[config.mk]
export PLATFORM = sky130hd
export DESIGN_NAME = gesture_pulse_tx
export DESIGN_NICKNAME = d
export VERILOG_FILES = /design/src/rtl/gesture_pulse_tx.sv
export SDC_FILE = /design/constraint.sdc
export NUM_CORES = 1
export LEC_CHECK = 0
export ABC_AREA = 0
export BUFFER_PORTS_ARGS = -buffer_cell sky130_fd_sc_hd__buf_2
export CELL_PAD_IN_SITES_DETAIL_PLACEMENT = 2
export CELL_PAD_IN_SITES_GLOBAL_PLACEMENT = 2
export CORE_AREA = 2 2 139 114
export DETAILED_ROUTE_END_ITERATION = 7
export DIE_AREA = 0 0 141 116
export PLACE_DENSITY = 0.7
export REMOVE_ABC_BUFFERS = 1
export SYNTH_ARGS = -nofsm -noshare
export SYNTH_HDL_FRONTEND = slang
export SYNTH_SLANG_ARGS = --single-unit
[constraint.sdc]
create_clock -name clk -period 1.95 [get_ports clk]
set_clock_uncertainty 0.05 [all_clocks]
set_input_delay 0.39 -clock clk [delete_from_list [all_inputs] [get_ports clk]]
set_output_delay 0.39 -clock clk [all_outputs]
set_load 0.1 [all_outputs]
[src/rtl/gesture_pulse_tx.sv]
// Gesture link transmitter: debounces three active-low keys and sends framed active-low pulses.
// Optional build macro GESTURE_LOCK_EN: accept only one gesture frame per reset.
module gesture_pulse_tx #(
  parameter int unsigned DEBOUNCE_CYC = 1_000_000,
  parameter int unsigned PULSE_CYC    = 50_000,
  parameter int unsigned GAP_CYC      = 50_000,
  parameter int unsigned ROCK_PULSES  = 3
) (
  input  logic clk,
  input  logic rst_n,
  input  logic key_scissors,
  input  logic key_paper,
  input  logic key_rock,
  output logic tx_data_1,
  output logic tx_data_2,
  output logic tx_data_3,
  output logic busy,
  output logic frame_done
);

  localparam int unsigned DB_W = $clog2(DEBOUNCE_CYC + 1);
  localparam int unsigned PC_W = $clog2(PULSE_CYC + 1);
  localparam int unsigned GC_W = $clog2(GAP_CYC + 1);
  localparam int unsigned PL_W = $clog2(ROCK_PULSES + 1);

  localparam logic [DB_W-1:0] DB_LAST   = DB_W'(DEBOUNCE_CYC - 1);
  localparam logic [PC_W-1:0] P_LAST    = PC_W'(PULSE_CYC - 1);
  localparam logic [GC_W-1:0] G_LAST    = GC_W'(GAP_CYC - 1);
  localparam logic [PL_W-1:0] ROCK_LEFT = PL_W'(ROCK_PULSES);
  localparam logic [PL_W-1:0] ONE_LEFT  = PL_W'(1);

  typedef enum logic [1:0] {S_IDLE, S_LOW, S_GAP, S_DONE} state_t;

  // Bit order everywhere: [0] scissors / tx_data_1, [1] paper / tx_data_2, [2] rock / tx_data_3
  logic [2:0]      keys;
  logic [2:0]      sync1_q, sync2_q;
  logic [2:0]      db_q, db_d, db_prev_q;
  logic [DB_W-1:0] dbc_q [3];
  logic [DB_W-1:0] dbc_d [3];
  logic [2:0]      ev, ev_acc;

  state_t          state_q, state_d;
  logic [2:0]      sel_q, sel_d;
  logic [PL_W-1:0] left_q, left_d;
  logic [PC_W-1:0] pcnt_q, pcnt_d;
  logic [GC_W-1:0] gcnt_q, gcnt_d;
  logic [2:0]      tx_q, tx_d;
  logic            busy_q, fd_q;

  assign keys = {key_rock, key_paper, key_scissors};

  always_comb begin
    db_d  = db_q;
    dbc_d = dbc_q;
    for (int unsigned i = 0; i < 3; i++) begin
      dbc_d[i] = '0;
      if (sync2_q[i] != db_q[i]) begin
        if (dbc_q[i] == DB_LAST) db_d[i] = sync2_q[i];
        else                     dbc_d[i] = dbc_q[i] + DB_W'(1);
      end
    end
  end

  always_ff @(posedge clk) begin
    if (!rst_n) begin
      sync1_q   <= '1;
      sync2_q   <= '1;
      db_q      <= '1;
      db_prev_q <= '1;
      for (int unsigned i = 0; i < 3; i++) dbc_q[i] <= '0;
    end else begin
      sync1_q   <= keys;
      sync2_q   <= sync1_q;
      db_q      <= db_d;
      db_prev_q <= db_q;
      for (int unsigned i = 0; i < 3; i++) dbc_q[i] <= dbc_d[i];
    end
  end

  assign ev = db_prev_q & ~db_q;

`ifdef GESTURE_LOCK_EN
  logic lock_q;
  always_ff @(posedge clk) begin
    if (!rst_n)                lock_q <= 1'b0;
    else if (state_q == S_DONE) lock_q <= 1'b1;
  end
  assign ev_acc = lock_q ? '0 : ev;
`else
  assign ev_acc = ev;
`endif

  always_comb begin
    state_d = state_q;
    sel_d   = sel_q;
    left_d  = left_q;
    pcnt_d  = pcnt_q;
    gcnt_d  = gcnt_q;
    case (state_q)
      S_IDLE: begin
        if (ev_acc != '0) begin
          state_d = S_LOW;
          pcnt_d  = '0;
          if (ev_acc[1]) begin
            sel_d  = 3'b010;
            left_d = ONE_LEFT;
          end else if (ev_acc[0]) begin
            sel_d  = 3'b001;
            left_d = ONE_LEFT;
          end else begin
            sel_d  = 3'b100;
            left_d = ROCK_LEFT;
          end
        end
      end
      S_LOW: begin
        if (pcnt_q == P_LAST) begin
          state_d = S_GAP;
          pcnt_d  = '0;
          gcnt_d  = '0;
        end else begin
          pcnt_d = pcnt_q + PC_W'(1);
        end
      end
      S_GAP: begin
        if (gcnt_q == G_LAST) begin
          gcnt_d = '0;
          left_d = left_q - ONE_LEFT;
          if (left_d != '0) begin
            state_d = S_LOW;
            pcnt_d  = '0;
          end else begin
            state_d = S_DONE;
          end
        end else begin
          gcnt_d = gcnt_q + GC_W'(1);
        end
      end
      S_DONE:  state_d = S_IDLE;
      default: state_d = S_IDLE;
    endcase
    // Outputs are derived from the next state so the registered lines align with the state register
    tx_d = '1;
    if (state_d == S_LOW) tx_d = ~sel_d;
  end

  always_ff @(posedge clk) begin
    if (!rst_n) begin
      state_q <= S_IDLE;
      sel_q   <= '0;
      left_q  <= '0;
      pcnt_q  <= '0;
      gcnt_q  <= '0;
      tx_q    <= '1;
      busy_q  <= 1'b0;
      fd_q    <= 1'b0;
    end else begin
      state_q <= state_d;
      sel_q   <= sel_d;
      left_q  <= left_d;
      pcnt_q  <= pcnt_d;
      gcnt_q  <= gcnt_d;
      tx_q    <= tx_d;
      busy_q  <= (state_d != S_IDLE);
      fd_q    <= (state_d == S_DONE);
    end
  end

  assign tx_data_1  = tx_q[0];
  assign tx_data_2  = tx_q[1];
  assign tx_data_3  = tx_q[2];
  assign busy       = busy_q;
  assign frame_done = fd_q;

endmodule

Word level (Yosys, flattened, before mapping)
Index checks and enable logic that the tools add are counted.
{"block": "totals", "out_inout_bits": 5, "wordCells": 86, "input_bits": 5, "ff_bits": 116}
{"block": "op_classes", "addsub": 6, "n_eq_ne": 17, "n_reduce_logical": 17, "bitwise": 7, "muxes": 22}
{"op": "$mux W16", "count": 6}
{"op": "$add A20 B1 Y20 const B", "count": 3}
{"op": "$eq A20 B20 Y1 const B", "count": 3}
{"op": "$pmux W16 S3", "count": 1}
{"op": "$add A16 B1 Y16 const B", "count": 2}
{"op": "$eq A16 B16 Y1 const B", "count": 2}
{"op": "$pmux W16 S2", "count": 1}
{"op": "$mux W2", "count": 8}
{"op": "$mux W3", "count": 4}
{"op": "$reduce_and A2 Y1", "count": 5}
{"op": "$reduce_or A3 Y1", "count": 3}
{"op": "$ne A2 B2 Y1 const B", "count": 4}
{"op": "$pmux W2 S4", "count": 1}
{"op": "$reduce_bool A2 Y1", "count": 4}
{"op": "$eq A2 B2 Y1 const B", "count": 3}
{"op": "$not A3 Y3", "count": 2}
{"op": "$reduce_bool A3 Y1", "count": 2}
{"op": "$eq A2 B1 Y1 const B", "count": 2}
{"op": "$not A1 Y1", "count": 4}
{"op": "$pmux W2 S2", "count": 1}
{"op": "$reduce_and A4 Y1", "count": 1}
{"op": "$and A3 B3 Y3", "count": 1}
{"op": "$ne A1 B1 Y1", "count": 3}
{"op": "$reduce_and A3 Y1", "count": 1}
{"op": "other kinds (2)", "count": 2}

Longest topological paths before layout
Gate-level depths: netlist (run 1).
{"block": "logic_depth", "ltp_word": 7, "mapped_depth": 8, "depth_no_buf": 6}

Least setup slack after synthesis (run 1)
Ideal clock, no wire load.
{"block": "synth_path", "path_type": "reg-to-reg", "start": "register gcnt_q[0]", "end": "register pcnt_q[9]", "period_less_slack_ns": 2.041, "setup_ns": 0.070, "path_stages_with_launch": 8, "setup_slack_ns": -0.091, "arrival_ns": 1.921, "n_path_buf": 1, "required_time_ns": 1.830, "cell_sequence": "dfxtp_1 > ha_1 > and3_1 > clkbuf_1 > a41o_2 > nand4_4 > or4b_1 > a21oi_1"}
{"block": "synth_between", "elab_chain_cells": 3}
{"element": "from (decl)", "line": "46", "text": "logic [GC_W-1:0] gcnt_q, gcnt_d;"}
{"element": "from (signal assigned)", "line": "162", "text": "gcnt_q <= gcnt_d;"}
{"element": "$eq A16 B16 Y1", "line": "126", "text": "if (gcnt_q == G_LAST) begin"}
{"element": "$ne A2 B2 Y1 (no line)"}
{"element": "$reduce_and A4 Y1 (no line)"}
{"element": "to (signal assigned)", "line": "161", "text": "pcnt_q <= pcnt_d;"}
{"element": "to (decl)", "line": "45", "text": "logic [PC_W-1:0] pcnt_q, pcnt_d;"}
No other way between the ends.
A chain may end at the register's enable or synchronous reset.

Final worst setup path (run 1)
{"block": "layout_path", "start": "register pcnt_q[4]", "end": "register pcnt_q[13]"}
{"block": "layout_between", "elab_chain_cells": 3, "word_cells_on_any_way": 4, "classes_between": "1 x add/sub; 1 x eq/ne; 2 x mux"}
{"element": "$add A16 B1 Y16 / $eq A16 B16 Y1 (equally long branches)", "line": "122, 117"}
{"element": "$mux W16 *", "line": "117", "text": "if (pcnt_q == P_LAST) begin"}
{"element": "$pmux W16 S3 *", "line": "99", "text": "case (state_q)"}
Every way passes the cells marked *; elsewhere a longest branch is shown, timed or not.

==> impl_metrics.json, run 1 <==
{
  "yosys.area.top_type_share_pct": 45.1,
  "num_io_pins": 10,
  "synthFlopType": "dfxtp_1",
  "initial_core_util_pct": 34.7,
  "row_count": 40,
  "max_freq_mhz": 528,
  "nets": 661,
  "clk_transition_reported_paths_ns": 0.06,
  "r2r_setup_slack_ns": 0.06,
  "synth_warnings": 0,
  "regMostFlops": "dbc_q",
  "drive_gt1_share_pct": 18.9,
  "dp.cells": 819,
  "path_max_fanout": 9,
  "grt_pass1_vias": 4861,
  "final_cells": 851,
  "dp_slack_ns": -0.0977,
  "utilization_pct": 43.7,
  "antennaDiodeCount": 0,
  "path_class": "register to register",
  "wl_per_cell_um": 17.0,
  "wl_um": 14500,
  "via_count": 4494,
  "r2r_end": "pcnt_q[13]$_SDFFE_PN0P_",
  "root_buffer": "clkbuf_16",
  "power_density_mw_per_mm2": 870,
  "power_mw": 5.65,
  "port_buffers": 9,
  "gp_congestion": 0.757,
  "core_area_mm2": 0.0149,
  "reg_top3": "dbc_q (60), gcnt_q (16), pcnt_q (16)",
  "required_ns": 2.19,
  "maxCapViolCount": 0,
  "antenna_found_initial": 0,
  "outcome": "completed",
  "place_area_mm2": 0.00578,
  "h-tree-depth": 4,
  "grt_pass1_wl_um": 24400,
  "post-route-cell-area_mm2": 0.00649,
  "netlist_top_cells_count": "116 x dfxtp_1, 95 x nor2_1, 35 x nand2_1, 35 x nand3_1",
  "hp-start": "key_scissors",
  "synth_cells": 587,
  "grt_max_degree": 23,
  "setup_viol": 0,
  "via_per_inst": 5.28,
  "synth_edf_count": 0,
  "cts_tree": "done",
  "clock_latency_ns": 0.42,
  "ys_ff_latch": 116,
  "clock_sinks": 116,
  "numCtsBuffers": 17,
  "dp_hpwl_um": 9890,
  "cts_hold_buf": 0,
  "synth_area_mm2": 0.00515,
  "slew_headroom_pct": 66.0,
  "grt_overflow": 0,
  "async_flop_share_pct": 0,
  "largest_reg_flops": 60,
  "syn2layout_area_growth_pct": 26.1,
  "crit_arrival_ns": 2.13,
  "worst_slew_pin_slew_ns": 0.514,
  "gr-usage-all-layers_pct": 18.9,
  "postLayoutSetupSlackWorst_ns": 0.0575,
  "synth_seq_area_share_pct": 45.1,
  "min_period_over_period_pct": 97.1,
  "clock_path_buffers": 2,
  "fin_crit_ns": 1.89,
  "start_kind": "register",
  "min_path_cells": 2,
  "synth_cell_types": 55,
  "p_leak_nw": 2.24,
  "reg2reg_depth": 6,
  "synthTopCellsByArea": "dfxtp_1 45%, nor2_1 6.9%, xor2_1 5.6%",
  "hold_class": "input port to register",
  "cp-end-kind": "register",
  "ir_drop_v": 0.000627,
  "yosysTopAreaCell": "dfxtp_1",
  "drt_iter0_markers": 147,
  "hold_violations": 0,
  "slew_viol_final": 0,
  "synth_most_common_cell": "dfxtp_1",
  "drtAntennaViolNets": 0,
  "drtPass1Iterations": 4,
  "remaining_drc_errors": 0,
  "die_h_um": 116,
  "worstReg2RegStart": "pcnt_q[4]$_SDFFE_PN0P_",
  "syn_avg_cell_area_um2": 8.78,
  "hold-path-endpoint": "sync1_q[0]$_SDFF_PN1_",
  "rsz0062_at_grt": "yes",
  "die-area_mm2": 0.0164,
  "fp.dieW_um": 141
}
## metrics by stage
step | TNS, ns | hold slack, ns
after CTS | 0 | 0.109
after global placement | 0 | 0.341
final | 0 | 0.122
after global routing | -0.239 | 0.118
after detailed placement | -0.630 | 0.350
after floorplan | -2.90 | 0.336
## what timing repair did
item,CTS,global route
setup buffers,0,1
endpoints found under the setup margin,19,50
gates cloned,0,0
resized for setup,4,24
pin swaps,2,2
## logic make-up (layout without fill, tap and decap cells)
family | count (synthesis) | after routing | share of synthesized area (%)
and+or+nand+nor | 287 | 287 | 29.8
muxes | 3 | 3 | 0.583
AOI/OAI and AO/OA | 80 | 80 | 9.69
buffers and inverters | 32 | 107 | 2.67
DFF | 116 | 116 | 45.1
adders and majority gates | 6 | 6 | 1.46
xor gates and xnor gates | 63 | 63 | 10.7
## layout by cell type, fill, tap and decap left out, drive strengths merged, types with 13 or more instances in the layout
master / Yosys / routed
xnor2: 30 / 30
nand2: 35 / 35
buf: 7 / 63
a21oi: 33 / 33
nand3: 36 / 36
nor2: 95 / 95
and3: 13 / 13
xor2: 33 / 33
nor3: 15 / 15
o21ai: 19 / 19
clkbuf: 12 / 21
dfxtp: 116 / 116
nand4: 22 / 22
inv: 13 / 13
## cell type report
| class | instances | area [µm²] |
|---|---|---|
| clock buffer | 21 | 470 |
| sequential | 116 | 2320 |
| timing repair buffer | 63 | 499 |
| tap | 189 | 236 |
| inverter | 13 | 48.8 |
| clock inverter | 10 | 130 |
| multi-input combinational | 439 | 2790 |
| fill | 1590 | 8370 |
## worst max path at each step
stage	slack [ns]	cells after the start	from	to
global placement	0.007	6	pcnt_q[4]$_SDFFE_PN0P_	gcnt_q[11]$_SDFFE_PN0P_
finish	0.06	6	pcnt_q[4]$_SDFFE_PN0P_	pcnt_q[13]$_SDFFE_PN0P_
floorplan	-0.20	4	pcnt_q[4]$_SDFFE_PN0P_	pcnt_q[0]$_SDFFE_PN0P_
CTS	0.005	7	gcnt_q[0]$_SDFFE_PN0P_	pcnt_q[7]$_SDFFE_PN0P_
global route	-0.07	5	gcnt_q[7]$_SDFFE_PN0P_	tx_q[2]$_SDFF_PN1_
detailed placement	-0.1	6	pcnt_q[4]$_SDFFE_PN0P_	gcnt_q[8]$_SDFFE_PN0P_
## worst max-delay path, cell delays in order (launching register included)
cell and delay [ns]:
dfxtp_1 0.32, or4b_4 0.56, o41a_1 0.38, buf_6 0.16
o31a_1 0.09, o21ai_1 0.11, a21oi_1 0.08
## where the power goes
group	internal, mW	switching, mW
combinational	0.0227	0.0393
sequential	2.38	0.00422
clock	2.09	1.12
total	4.49	1.16
## layer usage
metal / vias up / wire [µm] / GRT usage (%)
met5: - / 0 / 0
met4: 0 / 163 / 6.67
met3: 15 / 265 / 4.30
met2: 21 / 7280 / 32.6
met1: 2260 / 6740 / 23.6
li1: 2198 / - / -
No activity file was read; power rests on OpenSTA's default activity.
==> inputs of run 2 (changes only) <==
--- a/config.mk
+++ b/config.mk
@@ -6,12 +6,12 @@
 export NUM_CORES = 1
 export LEC_CHECK = 0
 export ABC_AREA = 0
-export BUFFER_PORTS_ARGS = -buffer_cell sky130_fd_sc_hd__buf_2
 export CELL_PAD_IN_SITES_DETAIL_PLACEMENT = 2
 export CELL_PAD_IN_SITES_GLOBAL_PLACEMENT = 2
 export CORE_AREA = 2 2 139 114
 export DETAILED_ROUTE_END_ITERATION = 7
 export DIE_AREA = 0 0 141 116
+export DONT_BUFFER_PORTS = 1
 export PLACE_DENSITY = 0.7
 export REMOVE_ABC_BUFFERS = 1
 export SYNTH_ARGS = -nofsm -noshare
==> impl_metrics.json, run 2 (synthesis results as in run 1) <==
{
  "wl_per_cell_um": 17.2,
  "numCtsBuffers": 17,
  "slew_headroom_pct": 74.1,
  "cts_tree": "done",
  "fin_crit_ns": 1.93,
  "regMostFlops": "dbc_q",
  "clock_latency_ns": 0.41,
  "cp_cell_sequence": "or4b_4, o41a_1, buf_6, o31a_1, o21ai_1, a21oi_1",
  "worst_slew_pin_slew_ns": 0.385,
  "p_leak_nw": 2.22,
  "num_io_pins": 10,
  "fp.dieW_um": 141,
  "hp-start": "rst_n",
  "required_ns": 2.19,
  "max_freq_mhz": 517,
  "syn2layout_area_growth_pct": 25.6,
  "start_kind": "register",
  "cp-end-kind": "register",
  "worstReg2RegStart": "pcnt_q[4]$_SDFFE_PN0P_",
  "post-route-cell-area_mm2": 0.00647,
  "utilization_pct": 43.5,
  "reg_top3": "dbc_q (60), gcnt_q (16), pcnt_q (16)",
  "hold_violations": 0,
  "drtAntennaViolNets": 0,
  "die_h_um": 116,
  "initial_core_util_pct": 34.7,
  "grt_max_degree": 23,
  "slowest_stage": "or4b_4",
  "via_count": 4508,
  "row_count": 40,
  "clock_path_buffers": 2,
  "grt_pass1_wl_um": 24600,
  "setup_viol": 0,
  "reg2reg_depth": 6,
  "port_buffers": 0,
  "clk_transition_reported_paths_ns": 0.05,
  "max_stage_delay_ns": 0.57,
  "gr-usage-all-layers_pct": 19.0,
  "min_period_over_period_pct": 99.1,
  "r2r_setup_slack_ns": 0.02,
  "grt_overflow": 0,
  "slew_viol_final": 0,
  "via_per_inst": 5.31,
  "r2r_end": "pcnt_q[13]$_SDFFE_PN0P_",
  "dp_slack_ns": -0.0338,
  "root_buffer": "clkbuf_16",
  "place_area_mm2": 0.00577,
  "path_class": "register to register",
  "clock_sinks": 116,
  "final_cell_mix": "113 x dfxtp_1, 95 x nor2_1, 53 x buf_4",
  "antennaDiodeCount": 0,
  "grt_pass1_vias": 4872,
  "core_area_mm2": 0.0149,
  "gp_congestion": 0.755,
  "remaining_drc_errors": 0,
  "h-tree-depth": 4,
  "power_density_mw_per_mm2": 813,
  "fillers": 1596,
  "outcome": "completed",
  "maxCapViolCount": 0,
  "nets": 660,
  "postLayoutSetupSlackWorst_ns": 0.0169,
  "hold_class": "input port to register",
  "antenna_found_initial": 0,
  "ir_drop_v": 0.000511,
  "critPathTopFamily": "compound AO/OA/AOI/OAI gates",
  "drtPass1Iterations": 4,
  "rsz0062_at_grt": "yes",
  "largest_reg_flops": 60,
  "crit_arrival_ns": 2.17,
  "wl_um": 14600,
  "cp-startpoint": "pcnt_q[4]$_SDFFE_PN0P_",
  "drt_iter0_markers": 144,
  "cp_num_buf_inv": 1,
  "path_max_fanout": 9,
  "cp.depth": 6,
  "layout_commonest_cell": "dfxtp_1",
  "die-area_mm2": 0.0164,
  "drive_gt1_share_pct": 18.3,
  "crit_path_end": "pcnt_q[13]$_SDFFE_PN0P_",
  "dp_hpwl_um": 9770,
  "power_mw": 5.26
}
run 2: cell types whose count changed in the layout (fill, tap and decap cells not counted), sizes merged:
cell	delta
buf	-3
clkbuf	+3
bufinv	-2
clkinvlp	-2
dlygate4sd3	+2
run 2: per-stage QoR:
stage | std cells | TNS (ns) | hold slack [ns]
floorplan | 568 | -2.90 | 0.336
global placement | 813 | 0 | 0.341
detailed placement | 813 | -0.0854 | 0.350
CTS | 844 | 0 | 0.000549
global route | 849 | -0.121 | 0.00437
finish | 849 | 0 | 0.0282
run 2: timing repair:
action,CTS,global route
pin swaps,1,8
setup endpoints to repair,19,51
hold buffers,1,1
buffers inserted,0,4
gates resized for setup,6,27
hold endpoints to repair,7,1
run 2: power breakdown:
group / total [mW] / switching [mW] / leakage (nW) / internal (mW)
Combinational: 0.0543 / 0.0342 / 1.01 / 0.0201
Clock: 2.82 / 1.03 / 0.263 / 1.79
Sequential: 2.39 / 0.00418 / 0.937 / 2.38
Total: 5.26 / 1.07 / 2.22 / 4.19
run 2: layout make-up:
| cell class | count | area, µm² | share of cell area, % |
|---|---|---|---|
| Clock inverter | 6 | 55.1 | 0.851 |
| Sequential cell | 116 | 2330 | 35.9 |
| Inverter | 13 | 48.8 | 0.754 |
| Timing Repair Buffer | 62 | 532 | 8.22 |
| Clock buffer | 24 | 472 | 7.29 |
| Multi-Input combinational cell | 439 | 2800 | 43.3 |
| Tap cell | 189 | 236 | 3.65 |
run 2: worst min path at each step:
stage                                    to  cells after the start  slack (ns)
floorplan             sync2_q[0]$_SDFF_PN1_                      1        0.34
global placement      sync2_q[1]$_SDFF_PN1_                      1        0.34
detailed placement    sync2_q[0]$_SDFF_PN1_                      1        0.35
CTS                 db_prev_q[0]$_SDFF_PN1_                      1      0.0005
global route        db_prev_q[0]$_SDFF_PN1_                      1       0.004
finish              db_prev_q[0]$_SDFF_PN1_                      1        0.03
run 2: metal layers:
metal  global-route usage (%)  share of wire, %  up-vias
li1                         -                 -     2194
met1                     23.3                46     2269
met2                     33.0                50       29
met3                     5.29               2.4       16
met4                     5.60               1.2        0
met5                        0                 0        -
